**config.mk**
```make
export PLATFORM = sky130hd
export DESIGN_NAME = median_window_ctrl_flat
export DESIGN_NICKNAME = d
export VERILOG_FILES = /design/src/rtl/median_window_ctrl_pkg.sv /design/src/rtl/median_window_ctrl_if.sv /design/src/rtl/median_window_ctrl_raster_counter.sv /design/src/rtl/median_window_ctrl.sv /design/src/flat_wrapper.sv
export SDC_FILE = /design/constraint.sdc
export NUM_CORES = 1
export LEC_CHECK = 0
export CAP_MARGIN = 10
export CORE_ASPECT_RATIO = 1.25
export CORE_MARGIN = 3
export CORE_UTILIZATION = 36
export DETAILED_ROUTE_END_ITERATION = 7
export GPL_TIMING_DRIVEN = 0
export SYNTH_ARGS = -nofsm -noshare
export SYNTH_HDL_FRONTEND = slang
export SYNTH_HIERARCHICAL = 1
export SYNTH_SLANG_ARGS = --single-unit
```
**constraint.sdc**
```tcl
create_clock -name clk -period 5.2 [get_ports clk]
set_clock_uncertainty 0.2 [all_clocks]
set_input_delay 1.56 -clock clk [delete_from_list [all_inputs] [get_ports clk]]
set_output_delay 1.56 -clock clk [all_outputs]
set_load 0.02 [all_outputs]
```
**src/rtl/median_window_ctrl_pkg.sv**
```systemverilog
// median_pkg: shared state type, pixel width and frame/window defaults for the median preparation path
package median_pkg;
  localparam int PIX_W = 8;
  localparam int DEF_IMG_WIDTH = 17;
  localparam int DEF_IMG_HEIGHT = 17;
  localparam int DEF_WIN = 17;
  localparam int DEF_LAT = 8;
  typedef enum logic [1:0] {IDLE, FILL, RUN, DRAIN} state_e;
  function automatic int cw(input int n);
    return (n > 1) ? $clog2(n) : 1;
  endfunction
endpackage

```
**src/rtl/median_window_ctrl_if.sv**
```systemverilog
// median_window_ctrl_if: pixel stream in, line-buffer feed plus window/frame status out
interface median_window_ctrl_if
  import median_pkg::*;
#(
  parameter int IMG_WIDTH = DEF_IMG_WIDTH,
  parameter int IMG_HEIGHT = DEF_IMG_HEIGHT
);
  logic                      done_i;
  logic [PIX_W-1:0]          data_i;
  logic                      buf_en_o;
  logic [PIX_W-1:0]          buf_data_o;
  logic                      win_valid_o;
  logic [cw(IMG_HEIGHT)-1:0] win_row_o;
  logic [cw(IMG_WIDTH)-1:0]  win_col_o;
  logic                      busy_o;
  logic                      frame_done_o;
  logic                      err_o;
  modport master(
    output done_i, data_i,
    input  buf_en_o, buf_data_o, win_valid_o, win_row_o, win_col_o, busy_o, frame_done_o, err_o
  );
  modport slave(
    input  done_i, data_i,
    output buf_en_o, buf_data_o, win_valid_o, win_row_o, win_col_o, busy_o, frame_done_o, err_o
  );
endinterface

```
**src/rtl/median_window_ctrl_raster_counter.sv**
```systemverilog
// raster_counter: raster position of accepted pixels, with frame-end and window-region flags
module raster_counter
  import median_pkg::*;
#(
  parameter  int IMG_WIDTH = DEF_IMG_WIDTH,
  parameter  int IMG_HEIGHT = DEF_IMG_HEIGHT,
  parameter  int WIN = DEF_WIN,
  localparam int CW = cw(IMG_WIDTH),
  localparam int RW = cw(IMG_HEIGHT)
) (
  input  logic          clk,
  input  logic          rst,
  input  logic          i_en,
  output logic [CW-1:0] o_col,
  output logic [RW-1:0] o_row,
  output logic          o_last,
  output logic          o_in_win,
  output logic          o_fill_done
);
  logic [CW-1:0] r_col;
  logic [RW-1:0] r_row;
  logic          w_col_end;
  assign w_col_end   = int'(r_col) == IMG_WIDTH - 1;
  assign o_last      = w_col_end && int'(r_row) == IMG_HEIGHT - 1;
  assign o_fill_done = int'(r_row) >= WIN - 1;
  assign o_in_win    = o_fill_done && int'(r_col) >= WIN - 1;
  assign o_col       = r_col;
  assign o_row       = r_row;
  // the last pixel returns both counters to the origin so the next frame starts at (0,0)
  always_ff @(posedge clk or negedge rst)
    if (!rst) begin
      r_col <= '0;
      r_row <= '0;
    end else if (i_en) begin
      r_col <= w_col_end ? '0 : r_col + CW'(1);
      r_row <= o_last ? '0 : w_col_end ? r_row + RW'(1) : r_row;
    end
endmodule

```
**src/rtl/median_window_ctrl.sv**
```systemverilog
// median_window_ctrl: feeds the line buffer, flags complete windows with their centre,
// and drains the sorter latency before pulsing end of frame
module median_window_ctrl
  import median_pkg::*;
#(
  parameter int IMG_WIDTH = DEF_IMG_WIDTH,
  parameter int IMG_HEIGHT = DEF_IMG_HEIGHT,
  parameter int WIN = DEF_WIN,
  parameter int LAT = DEF_LAT
) (
  input logic                 clk,
  input logic                 rst,
  median_window_ctrl_if.slave bus
);
  localparam int CW = cw(IMG_WIDTH);
  localparam int RW = cw(IMG_HEIGHT);
  localparam int DW = cw(LAT + 1);
  localparam int HALF = (WIN - 1) / 2;
  state_e           r_state, w_next;
  logic [DW-1:0]    r_drain;
  logic [CW-1:0]    w_col, r_win_col;
  logic [RW-1:0]    w_row, r_win_row;
  logic [PIX_W-1:0] r_buf_data;
  logic             w_accept, w_last, w_in_win, w_fill_done, w_drain_end, w_win;
  logic             r_buf_en, r_win_valid, r_busy, r_frame_done, r_err;
  assign w_accept    = bus.done_i && r_state != DRAIN;
  assign w_win       = w_accept && w_in_win;
  assign w_drain_end = r_state == DRAIN && int'(r_drain) == LAT - 1;
  raster_counter #(
    .IMG_WIDTH (IMG_WIDTH),
    .IMG_HEIGHT(IMG_HEIGHT),
    .WIN       (WIN)
  ) u_raster (
    .clk        (clk),
    .rst        (rst),
    .i_en       (w_accept),
    .o_col      (w_col),
    .o_row      (w_row),
    .o_last     (w_last),
    .o_in_win   (w_in_win),
    .o_fill_done(w_fill_done)
  );
  // the last pixel wins over every other transition, so tiny frames still reach DRAIN
  always_comb
    w_next = (w_accept && w_last)              ? DRAIN :
             (r_state == IDLE && w_accept)     ? FILL  :
             (r_state == FILL && w_fill_done)  ? RUN   :
             w_drain_end                       ? IDLE  : r_state;
  always_ff @(posedge clk or negedge rst)
    if (!rst) begin
      r_state      <= IDLE;
      r_drain      <= '0;
      r_buf_en     <= 1'b0;
      r_buf_data   <= '0;
      r_win_valid  <= 1'b0;
      r_win_row    <= '0;
      r_win_col    <= '0;
      r_busy       <= 1'b0;
      r_frame_done <= 1'b0;
      r_err        <= 1'b0;
    end else begin
      r_state      <= w_next;
      r_drain      <= (r_state == DRAIN) ? r_drain + DW'(1) : '0;
      r_buf_en     <= w_accept;
      if (w_accept) r_buf_data <= bus.data_i;
      r_win_valid  <= w_win;
      if (w_win) begin
        r_win_row <= RW'(int'(w_row) - HALF);
        r_win_col <= CW'(int'(w_col) - HALF);
      end
      r_busy       <= w_next != IDLE;
      r_frame_done <= w_drain_end;
      r_err        <= r_err || (r_state == DRAIN && bus.done_i);
    end
  assign bus.buf_en_o     = r_buf_en;
  assign bus.buf_data_o   = r_buf_data;
  assign bus.win_valid_o  = r_win_valid;
  assign bus.win_row_o    = r_win_row;
  assign bus.win_col_o    = r_win_col;
  assign bus.busy_o       = r_busy;
  assign bus.frame_done_o = r_frame_done;
  assign bus.err_o        = r_err;
endmodule

```
**src/flat_wrapper.sv**
```systemverilog
// flat-port wrapper written by rule: the top's interface ports become plain ports
module median_window_ctrl_flat import median_pkg::*;
#(
  parameter int IMG_WIDTH = DEF_IMG_WIDTH,
  parameter int IMG_HEIGHT = DEF_IMG_HEIGHT,
  parameter int WIN = DEF_WIN,
  parameter int LAT = DEF_LAT
)
  (clk, rst, bus_done_i, bus_data_i, bus_buf_en_o, bus_buf_data_o, bus_win_valid_o, bus_win_row_o, bus_win_col_o, bus_busy_o, bus_frame_done_o, bus_err_o);
  median_window_ctrl_if #(.IMG_WIDTH(IMG_WIDTH), .IMG_HEIGHT(IMG_HEIGHT)) bus_i ();
  input logic clk;
  input logic rst;
  input wire logic [$bits(bus_i.done_i)-1:0] bus_done_i;
  input wire logic [$bits(bus_i.data_i)-1:0] bus_data_i;
  output wire logic [$bits(bus_i.buf_en_o)-1:0] bus_buf_en_o;
  output wire logic [$bits(bus_i.buf_data_o)-1:0] bus_buf_data_o;
  output wire logic [$bits(bus_i.win_valid_o)-1:0] bus_win_valid_o;
  output wire logic [$bits(bus_i.win_row_o)-1:0] bus_win_row_o;
  output wire logic [$bits(bus_i.win_col_o)-1:0] bus_win_col_o;
  output wire logic [$bits(bus_i.busy_o)-1:0] bus_busy_o;
  output wire logic [$bits(bus_i.frame_done_o)-1:0] bus_frame_done_o;
  output wire logic [$bits(bus_i.err_o)-1:0] bus_err_o;
  assign bus_i.done_i = bus_done_i;
  assign bus_i.data_i = bus_data_i;
  assign bus_buf_en_o = bus_i.buf_en_o;
  assign bus_buf_data_o = bus_i.buf_data_o;
  assign bus_win_valid_o = bus_i.win_valid_o;
  assign bus_win_row_o = bus_i.win_row_o;
  assign bus_win_col_o = bus_i.win_col_o;
  assign bus_busy_o = bus_i.busy_o;
  assign bus_frame_done_o = bus_i.frame_done_o;
  assign bus_err_o = bus_i.err_o;
  median_window_ctrl #(.IMG_WIDTH(IMG_WIDTH), .IMG_HEIGHT(IMG_HEIGHT), .WIN(WIN), .LAT(LAT)) u_core (.clk(clk), .rst(rst), .bus(bus_i));
endmodule
```
==> Flow_metrics.wiki <==
{| class="wikitable"
! Metric !! Value
|-
| Crit. End Element || register
|-
| Max FO, Critical Path || 14
|-
| Buffer levels on the longest clock path || 2
|-
| Dominant combinational cell family by area after synthesis || multiplexers
|-
| Count of cell types in the netlist || 38
|-
| Synth async-reset ratio || 100%
|-
| Adder-cell share of the synthesized area || 3.57%
|-
| Worst vdd rail ir drop || 0.139 mV
|-
| Number of gates resized after cts || 0
|-
| Wire per inst || 14.0 um
|-
| Primary flip-flop cell chosen by synthesis mapping || sky130_fd_sc_hd__dfrtp_1
|-
| Class of the most critical setup path || input pin to register
|-
| Clock-pin transition on the worst setup and hold timing paths || 0.07 ns
|-
| H-tree depth || 2
|-
| Initial Utilization || 38.4%
|-
| Area of all sequential standard cells || 976 um^2
|-
| Cell count after placement || 230
|-
| Post-detail-place hpwl || 2380 um
|-
| Worst slew slack as a fraction of its limit || 42.4%
|-
| Post-route setup slack || 1.94 ns
|-
| Worst hold slack || 0.276 ns
|-
| Post-synth net total || 155
|-
| Syn avg cell area || 12.6 um^2
|-
| Worst-margin pin slew || 0.864 ns
|-
| Top cells by count, synth || sky130_fd_sc_hd__dfrtp_1 (39), sky130_fd_sc_hd__inv_1 (10), sky130_fd_sc_hd__mux2_2 (9)
|-
| Multiplexer fraction of the synthesized cell area || 14.8%
|-
| Count of buffers added by post-CTS timing repair for setup || 0
|-
| Nets || 195
|-
| Arrival time of the worst setup path || 3.29 ns
|-
| Final GP Congestion || 0.790
|-
| Root Buffer || sky130_fd_sc_hd__clkbuf_8
|-
| Largest net degree at the start of global routing || 40
|-
| TritonCTS clock tree || done
|-
| Routed WL || 3330 um
|-
| Ports placed on the boundary || 34
|-
| Met1 Routed Length || 1350 um
|-
| Starting DRC count in detailed routing || 38
|-
| Final worst-path cycle share || 62.8%
|-
| Met3 wire length || 131 um
|-
| Die height || 84.0 um
|-
| Post-route total power || 660 uW
|-
| Top area cells in the synthesized netlist || sky130_fd_sc_hd__dfrtp_1 (56%), sky130_fd_sc_hd__mux2_4 (6.0%), sky130_fd_sc_hd__mux2_2 (5.8%), sky130_fd_sc_hd__ha_1 (3.6%), sky130_fd_sc_hd__xnor2_1 (2.5%)
|-
| Number of core rows || 27
|-
| Antenna Diode Count || 0
|-
| Top layer reached by signal wires || met4
|-
| Cell accounting for the most synthesized area || sky130_fd_sc_hd__dfrtp_1
|-
| Cell area after layout || 2240 um^2
|-
| Final design utilization || 49.0%
|-
| Status || completed
|-
| Count of hold-fix buffers inserted at cts || 0
|-
| Die footprint || 5740 um^2
|-
| Count of nets left with antenna violations after detail routing || 0
|-
| Post-synthesis share of cell area spent on and, or, nand and nor gates || 11.9%
|-
| Cells after Synth || 139
|-
| Hold Violations, Final || 0
|-
| Setup TNS || 0 ns
|-
| Wire length of the first global-routing pass || 5730 um
|-
| Non-filler instance count after layout || 237
|-
| Count of vias placed by the detailed router || 1,168
|-
| Max Clk Rate || 0.306 GHz
|-
| Average vias per placed instance || 4.93
|-
| Most numerous cell in the Yosys netlist || sky130_fd_sc_hd__dfrtp_1
|-
| Fraction of layout instances using a drive strength above 1 || 17.3%
|-
| Antenna violations before repair || 0
|-
| Worst setup timing slack at the placement stage || 1.61 ns
|-
| Post-Syn Area || 1750 um^2
|-
| Die boundary width || 68.4 um
|-
| Unrepaired setup endpoints after global routing || false
|-
| Leakage component of the power || 1.07 nW
|-
| Setup-failing EPs final || 0
|-
| Remaining global-route overflow || 0
|-
| Area share of the leading cell type in the synthesized netlist || 55.8%
|-
| Number of slew-limit violations in the final report || 0
|-
| Xor/xnor cell area share of the yosys netlist || 3.00%
|-
| Hold Crit Class || register to register
|-
| Cells along the critical path || clkdlybuf4s50_1, a21boi_2, buf_6, clkbuf_1, nor4b_1, a21o_1
|-
| CP max stage delay || 0.57 ns
|-
| Via count of the first global-routing pass || 1,265
|-
| Synth Area in Compound Gates || 6.65%
|-
| Area of the core || 4560 um^2
|-
| Launching element type of the critical path || input pin
|-
| CTS buffer count || 5
|-
| Count of synthesis-stage warnings from yosys || 6
|-
| Clock period minus final worst setup slack || 3.26 ns
|-
| Crit path max-delay cell type || sky130_fd_sc_hd__clkdlybuf4s50_1
|-
| Flip-flop and latch count after synthesis || 39
|-
| Number of detailed-routing iterations run before antenna repair || 4
|-
| Sequential cell area fraction in the yosys report || 55.8%
|-
| Ratio of total power to cell area || 295 nW/um^2
|-
| Area overhead of the layout relative to synthesis || 27.7%
|-
| DR WL met2 || 1780 um
|-
| Worst-Skew Late Latency || 0.29 ns
|-
| Count of input and output buffers || 33
|-
| DRC violation count after routing || 0
|-
| # clock sinks || 39
|-
| Global-route usage over all layers || 13.3%
|-
| Count of flip-flops with a built-in enable after synthesis || 0
|-
| Number of fill cells in the layout || 420
|-
| Placed instance area || 2150 um^2
|-
| Maxcap violations || 0
|-
| Data required time at the worst endpoint || 5.23 ns
|-
| Multi-input gate area || 699 um^2
|}
[layout make-up]
class	instances	share of cell area (%)
Clock buffer	6	3.69
Inverter	10	1.68
Timing Repair Buffer	33	14.5
Buffer	5	1.68
Multi-Input combinational cell	85	31.3
Sequential cell	39	43.6
Tap cell	58	3.25
Clock inverter	1	0.224
[flip-flops by register name, indices dropped and copies added, names as in the netlist]
register,flops
u_core/bus.busy_o,1
u_core/u_raster/o_row,5
u_core/bus.buf_en_o,1
u_core/bus.win_col_o,5
u_core/r_state,2
u_core/bus.buf_data_o,8
u_core/bus.frame_done_o,1
u_core/bus.win_row_o,5
u_core/bus.win_valid_o,1
u_core/bus.err_o,1
u_core/r_drain,4
u_core/u_raster/o_col,5
[critical path: cells and delay by family]
kind | cells | cell delay, ns
buffers and inverters | 3 | 1.11
AO/OA/AOI/OAI | 2 | 0.32
AND/OR/NAND/NOR | 1 | 0.30
[worst paths after layout]
path                       slack (ns)                  endpoint                startpoint  cells past startpoint
max                              1.94  u_core/u_raster/o_row[0]                bus_done_i                      6
min                              0.28         u_core/r_drain[0]         u_core/r_drain[0]                      1
max reg2reg                      3.24         u_core/r_state[0]  u_core/u_raster/o_row[0]                      6
min reg2reg                      0.28         u_core/r_drain[0]         u_core/r_drain[0]                      1
max in group asynchronous        3.08  u_core/bus.buf_data_o[6]                       rst                      1
min in group asynchronous        1.18  u_core/u_raster/o_row[1]                       rst                      1
[layer usage]
| layer | GRT usage (%) | vias up |
|---|---|---|
| met5 | 0 | - |
| met4 | 6.15 | 0 |
| met3 | 4.72 | 8 |
| met2 | 22.0 | 25 |
| met1 | 14.9 | 578 |
| li1 | - | 557 |
[where the power goes]
part,switching [mW],leakage (nW),internal (mW)
clock network,0.0964,0.0470,0.104
logic,0.0458,0.533,0.0556
registers,0.0318,0.494,0.327
total,0.174,1.07,0.486
[cells in the final DEF (no fill, tap or decap), drive strengths merged, types with 2 or more instances in the layout]
cell type,count
xnor2,5
mux2i,3
nand3,5
o21ai,3
ha,5
mux2,18
and3,2
nor3,2
clkbuf,8
a21oi,3
nor2,8
and2,2
clkdlybuf4s50,32
buf,4
a221oi,2
dfrtp,39
nor2b,2
nand2,8
a21o,2
inv,10
[logic make-up (layout without fill, tap and decap cells)]
kind of cell / after synthesis / count (layout)
AO/OA/AOI/OAI: 16 / 16
flip-flops: 39 / 39
adder cells (fa/ha/maj): 5 / 5
multiplexers: 21 / 21
XOR/XNOR: 6 / 6
buffers and inverters: 15 / 55
AND/OR/NAND/NOR: 37 / 37
No activity file was read; power rests on OpenSTA's default activity.
